### config.mk
export PLATFORM = sky130hd
export DESIGN_NAME = lc3_fetch_queue
export DESIGN_NICKNAME = d
export VERILOG_FILES = /design/src/rtl/lc3_fetch_queue.sv
export SDC_FILE = /design/constraint.sdc
export NUM_CORES = 1
export LEC_CHECK = 0
export BUFFER_PORTS_ARGS = -buffer_cell sky130_fd_sc_hd__clkbuf_2
export CAP_MARGIN = 15
export CORE_ASPECT_RATIO = 0.8
export CORE_MARGIN = 1.5
export CORE_UTILIZATION = 45
export CTS_CLUSTER_SIZE = 30
export DETAILED_ROUTE_END_ITERATION = 6
export MAX_ROUTING_LAYER = met4
export PLACE_DENSITY = 0.66
export SYNTH_ARGS = -nofsm -noshare
export SYNTH_HDL_FRONTEND = slang
export SYNTH_SLANG_ARGS = --single-unit
export TNS_END_PERCENT = 30
### constraint.sdc
create_clock -name clock -period 2.5 [get_ports clock]
set_input_delay 0.125 -clock clock [delete_from_list [all_inputs] [get_ports clock]]
set_output_delay 0.125 -clock clock [all_outputs]
set_load 0.02 [all_outputs]
### src/rtl/lc3_fetch_queue.sv
// ---------------------------------------------------------------------------
// lc3_fetch_queue
//
// LC3 fetch stage with a prefetch queue. Instruction-memory reads are issued
// ahead of Decode so fetching continues while Decode stalls. Each queue entry
// holds {instruction, npc}. A branch redirect flushes the queue and discards
// any response that is still in flight.
//
// Ports
//   clock, reset     single rising-edge clock, synchronous active-high reset
//   enable_fetch     gates the start of new memory requests
//   instrmem_rd, pc  memory request and its address (held until complete)
//   Instr_dout       instruction data, valid with complete_instr
//   complete_instr   memory response strobe (ignored while instrmem_rd=0)
//   br_taken, taddr  redirect pulse and target
//   deq_valid/ready  handshake towards Decode
//   deq_instr/npc    head entry of the queue
//   count            queue occupancy
//
// lc3_fetch_queue_chk holds the run-time property that the queue is never
// written while full.
// ---------------------------------------------------------------------------

module lc3_fetch_queue_chk #(
  parameter int DEPTH = 4,
  parameter int CW    = 3
) (
  input logic          clock,
  input logic          reset,
  input logic          push,
  input logic [CW-1:0] count
);

  // A write into a full queue would overwrite the head entry.
  no_overflow_a : assert property (@(posedge clock) disable iff (reset)
                                   push |-> (count != CW'(DEPTH)));

endmodule

module lc3_fetch_queue #(
  parameter int                ADDR_W   = 16,
  parameter int                DATA_W   = 16,
  parameter int                DEPTH    = 4,
  parameter logic [ADDR_W-1:0] RESET_PC = 16'h3000
) (
  input  logic                         clock,
  input  logic                         reset,
  input  logic                         enable_fetch,
  output logic                         instrmem_rd,
  output logic [ADDR_W-1:0]            pc,
  input  logic [DATA_W-1:0]            Instr_dout,
  input  logic                         complete_instr,
  input  logic                         br_taken,
  input  logic [ADDR_W-1:0]            taddr,
  output logic                         deq_valid,
  input  logic                         deq_ready,
  output logic [DATA_W-1:0]            deq_instr,
  output logic [ADDR_W-1:0]            deq_npc,
  output logic [$clog2(DEPTH+1)-1:0]   count
);

  localparam int CW = $clog2(DEPTH + 1);
  localparam int PW = (DEPTH > 1) ? $clog2(DEPTH) : 1;

  // WAIT: request outstanding, response will be enqueued.
  // DROP: request outstanding but a redirect arrived; the response is
  //       discarded and the saved target becomes the next pc.
  typedef enum logic [1:0] {
    IDLE = 2'd0,
    WAIT = 2'd1,
    DROP = 2'd2
  } state_t;

  state_t            state_r, state_nxt_s;
  logic [ADDR_W-1:0] pc_r, pc_nxt_s;
  logic [ADDR_W-1:0] tgt_r, tgt_nxt_s;
  logic [ADDR_W-1:0] pc_inc_s;
  logic [PW-1:0]     head_r, tail_r;
  logic [CW-1:0]     count_r;
  logic [CW:0]       occ_after_s;
  logic              space_s;
  logic              push_s;
  logic              pop_s;
  logic              flush_s;

  logic [DATA_W-1:0] instr_mem_r [DEPTH];
  logic [ADDR_W-1:0] npc_mem_r   [DEPTH];

  // Pointer increment with explicit wrap, so DEPTH need not be a power of two.
  function automatic logic [PW-1:0] ptr_next(input logic [PW-1:0] p);
    if (p == PW'(DEPTH - 1)) begin
      ptr_next = {PW{1'b0}};
    end else begin
      ptr_next = p + PW'(1);
    end
  endfunction

  assign pc_inc_s    = pc_r + ADDR_W'(1);
  assign pc          = pc_r;
  assign count       = count_r;
  assign instrmem_rd = (state_r != IDLE);
  assign deq_valid   = (count_r != {CW{1'b0}});
  assign deq_instr   = instr_mem_r[head_r];
  assign deq_npc     = npc_mem_r[head_r];
  assign pop_s       = deq_valid & deq_ready;
  // A redirect always empties the queue, whatever state the fetcher is in.
  assign flush_s     = br_taken;

  // Occupancy after this cycle's pop and the enqueue of the completing
  // response; a follow-on request is only issued if its response also fits.
  assign occ_after_s = {1'b0, count_r} - {{CW{1'b0}}, pop_s} + {{CW{1'b0}}, 1'b1};
  assign space_s     = (occ_after_s <= (CW + 1)'(DEPTH - 1));

  // Next-state, pc/target update and enqueue decision.
  always_comb begin
    state_nxt_s = state_r;
    pc_nxt_s    = pc_r;
    tgt_nxt_s   = tgt_r;
    push_s      = 1'b0;
    case (state_r)
      IDLE: begin
        if (br_taken) begin
          pc_nxt_s = taddr;
        end else if (enable_fetch && (count_r < CW'(DEPTH))) begin
          state_nxt_s = WAIT;
        end else begin
          state_nxt_s = IDLE;
        end
      end
      WAIT: begin
        if (complete_instr && br_taken) begin
          pc_nxt_s    = taddr;
          state_nxt_s = enable_fetch ? WAIT : IDLE;
        end else if (complete_instr) begin
          push_s      = 1'b1;
          pc_nxt_s    = pc_inc_s;
          state_nxt_s = (enable_fetch && space_s) ? WAIT : IDLE;
        end else if (br_taken) begin
          // pc must stay stable until the memory answers.
          tgt_nxt_s   = taddr;
          state_nxt_s = DROP;
        end else begin
          state_nxt_s = WAIT;
        end
      end
      DROP: begin
        if (complete_instr) begin
          pc_nxt_s    = br_taken ? taddr : tgt_r;
          state_nxt_s = enable_fetch ? WAIT : IDLE;
        end else if (br_taken) begin
          tgt_nxt_s   = taddr;
        end else begin
          state_nxt_s = DROP;
        end
      end
      default: begin
        state_nxt_s = IDLE;
      end
    endcase
  end

  // Fetch control registers.
  always_ff @(posedge clock) begin
    if (reset) begin
      state_r <= IDLE;
      pc_r    <= RESET_PC;
      tgt_r   <= RESET_PC;
    end else begin
      state_r <= state_nxt_s;
      pc_r    <= pc_nxt_s;
      tgt_r   <= tgt_nxt_s;
    end
  end

  // Queue pointers and occupancy; a flush wins over a same-cycle pop.
  always_ff @(posedge clock) begin
    if (reset || flush_s) begin
      head_r  <= {PW{1'b0}};
      tail_r  <= {PW{1'b0}};
      count_r <= {CW{1'b0}};
    end else begin
      if (push_s) begin
        tail_r <= ptr_next(tail_r);
      end
      if (pop_s) begin
        head_r <= ptr_next(head_r);
      end
      if (push_s && !pop_s) begin
        count_r <= count_r + CW'(1);
      end else if (!push_s && pop_s) begin
        count_r <= count_r - CW'(1);
      end else begin
        count_r <= count_r;
      end
    end
  end

  // Queue storage; entry contents need no reset since count gates validity.
  always_ff @(posedge clock) begin
    if (push_s) begin
      instr_mem_r[tail_r] <= Instr_dout;
      npc_mem_r[tail_r]   <= pc_inc_s;
    end
  end

  lc3_fetch_queue_chk #(
    .DEPTH (DEPTH),
    .CW    (CW)
  ) u_chk (
    .clock (clock),
    .reset (reset),
    .push  (push_s),
    .count (count_r)
  );

endmodule
==> results.yml <==
synthesis:
  syn_area_sq_um: 7380
  async_flop_share_pct: 0
  synth_seq_cells: 171
  netlist_top_cells_count: "edfxtp_1, nand2_1, dfxtp_1"
  synth.most_common_cell: "edfxtp_1"
  synth_area_per_cell_sq_um: 14.1
  netlist-cell-type-count: 64
  synth_top_cell_by_area: "edfxtp_1"
  syn-instance-count: 522
  yosys_warnings: 0
  synth_top_area_share_pct: 52.1
  synthTopCellsByArea: "edfxtp_1, dfxtp_1, mux4_2"
  seq_area_frac_synth_pct: 63.7
  synthFlopType: "edfxtp_1"
  synth_nets: 572
  synth_enable_flop_cells: 128
die:
  io_pins: 91
  coreArea_sq_um: 15900
  die_area_sq_um: 17200
  start_util_pct: 46.4
  rows: 41
  die_y_um: 118
  chipWidth_um: 146
clock_tree:
  root_buffer: "clkbuf_16"
  cts_sinks: 171
  clock_path_buffers: 2
  cts_tree: "done"
  clk_pin_slew_worst_paths_ps: 60
  clock_latency_ps: 430
  post_cts_buffers: 0
  cts_buffers: 17
  cts_max_level: 4
setup_path:
  rrSetupSlack_ps: 200
  r2r_cells: 6
  arrival_ps: 2620
  rr_startpoint: "state_r[0]"
  rr_endpoint: "pc[0]"
  cp_data_required_time_ps: 2820
  crit_path_end_kind: "flip-flop"
  critical_path.startpoint_type: "flip-flop"
  cp_max_fo: 12
  crit_type: "flip-flop to flip-flop"
placement:
  place_area_sq_um: 8140
  portBuffers: 90
  gp_congestion: 0.894
  dp_slack_ps: 255
  dpl.hpwl_mm: 10.5
  dp.cells: 810
global_routing:
  grt_pass1_wl_mm: 25.3
  gr-total-overflow: 0
  grtUsageTotal_pct: 19.6
  grt_max_degree: 33
  first_global_vias: 4819
  grt_antenna_before_repair: 0
final_layout:
  finalNonFillerCells: 873
  syn2layout_area_growth_pct: 21.9
  drive_above_1_share_pct: 26.9
  fillCellCount: 1294
  postLayoutCoreUtil_pct: 56.6
  fin_area_sq_um: 9000
  diodes: 0
  nets: 697
timing:
  fin_crit_ps: 2300
  period_share_pct: 91.9
  slew_viol_final: 0
  slew_headroom_pct: 54.2
  rsz0062_at_grt: "no"
  fin_ws_ps: 202
  tns_ps: 0
  setup_viol_count_final: 0
  finalClockSkew_ps: 8.32
  worstMarginPinSlew_ps: 685
  fmax_mhz: 435
  hold_slack_ps: 130
  final-hold-violation-count: 0
detailed_routing:
  drt_pre_antenna_iters: 5
  routedWlPerCell_um: 18.1
  routed_via_density: 5.55
  route.vias.total: 4843
  final_antenna_net_count: 0
  drt_iter0_markers: 413
  routed_wl_mm: 15.8
  route.detailed.drc: 0
run_status:
  outcome: "finished clean"
power:
  power.leakage_nw: 3.19
  totalPowerFinal_mw: 6.22
  peakVddDrop_mv: 0.493
  powerDensity_nw_per_um2: 691
worst_hold_path:
  hold_depth: 4
  hold_class: "primary input to flip-flop"
  min-delay-start: "complete_instr"
  hold_end: "tail_r[1]"
job:
  drv_cap: 0
[state kept, by name, indices dropped and copies added (netlist names), named ones only]
| register | count |
|---|---|
| instr_mem_r | 64 |
| npc_mem_r | 64 |
| pc | 16 |
| tgt_r | 16 |
| count | 3 |
| head_r | 2 |
| state_r | 2 |
| tail_r | 2 |
[repair_timing]
item                      in CTS  in global routing
hold endpoints to repair      82                  0
hold buffers                  33                  0
resized for setup              0                  0
[how the worst max path moves through the flow]
stage	slack [ps]	cells after the start	end	startpoint
6_report	200	6	pc[0]	state_r[0]
5_1_grt	30	6	pc[0]	state_r[0]
4_1_cts	240	6	pc[0]	state_r[0]
3_5_place_dp	250	6	pc[0]	state_r[0]
3_3_place_gp	370	8	count[2]	count[0]
2_1_floorplan	200	11	count[2]	state_r[1]
[critical path, cell delays in order (launching register included)]
cell	delay, ps
dfxtp_1	380
inv_1	90
ha_1	500
nor2b_1	620
a22o_1	220
a221oi_1	70
a221oi_1	300
[where the power goes]
group	internal, mW	leakage, nW	switching (mW)
clock	1.36	0.248	1.06
sequential	3.13	1.51	0.0732
combinational	0.236	1.43	0.366
total	4.73	3.19	1.50
[routing by layer]
metal,routed length (um),vias to the layer above,track usage [%]
met5,0,-,-
met4,170,0,5.56
met3,988,15,4.96
met2,7250,172,29.4
met1,7410,2370,26.7
li1,-,2286,-
[layout make-up]
type | count | area [sq um] | area share, %
clock buffers | 20 | 437 | 4.85
clock inverters | 10 | 95.1 | 1.06
inverters | 17 | 63.8 | 0.709
multi-input cells | 302 | 2480 | 27.5
flip-flops and latches | 171 | 4710 | 52.3
well taps | 215 | 269 | 2.99
repair buffers | 138 | 956 | 10.6
[layout by cell type, fill, tap and decap left out, types with 10 or more instances in the layout]
cell type / instances
a221oi_1: 11
inv_1: 16
nand3_1: 14
buf_4: 10
edfxtp_1: 128
a21oi_1: 27
dlygate4sd3_1: 33
ha_1: 11
mux4_2: 32
o21ai_0: 18
clkbuf_2: 90
dfxtp_1: 42
a22o_1: 11
nor2_1: 18
nand2_1: 61
clkbuf_16: 17
[cell families (layout without fill, tap and decap cells)]
logic type / Yosys count / in the layout / share of synthesized area [%]
DFF: 171 / 171 / 63.7
and+or+nand+nor: 134 / 134 / 9.22
AOI/OAI and AO/OA: 108 / 108 / 10.4
buffers and inverters: 49 / 185 / 2.73
muxes: 38 / 38 / 10.6
adders and majority gates: 12 / 12 / 2.14
xor gates and xnor gates: 10 / 10 / 1.19
(Power assumes the default switching activity.)
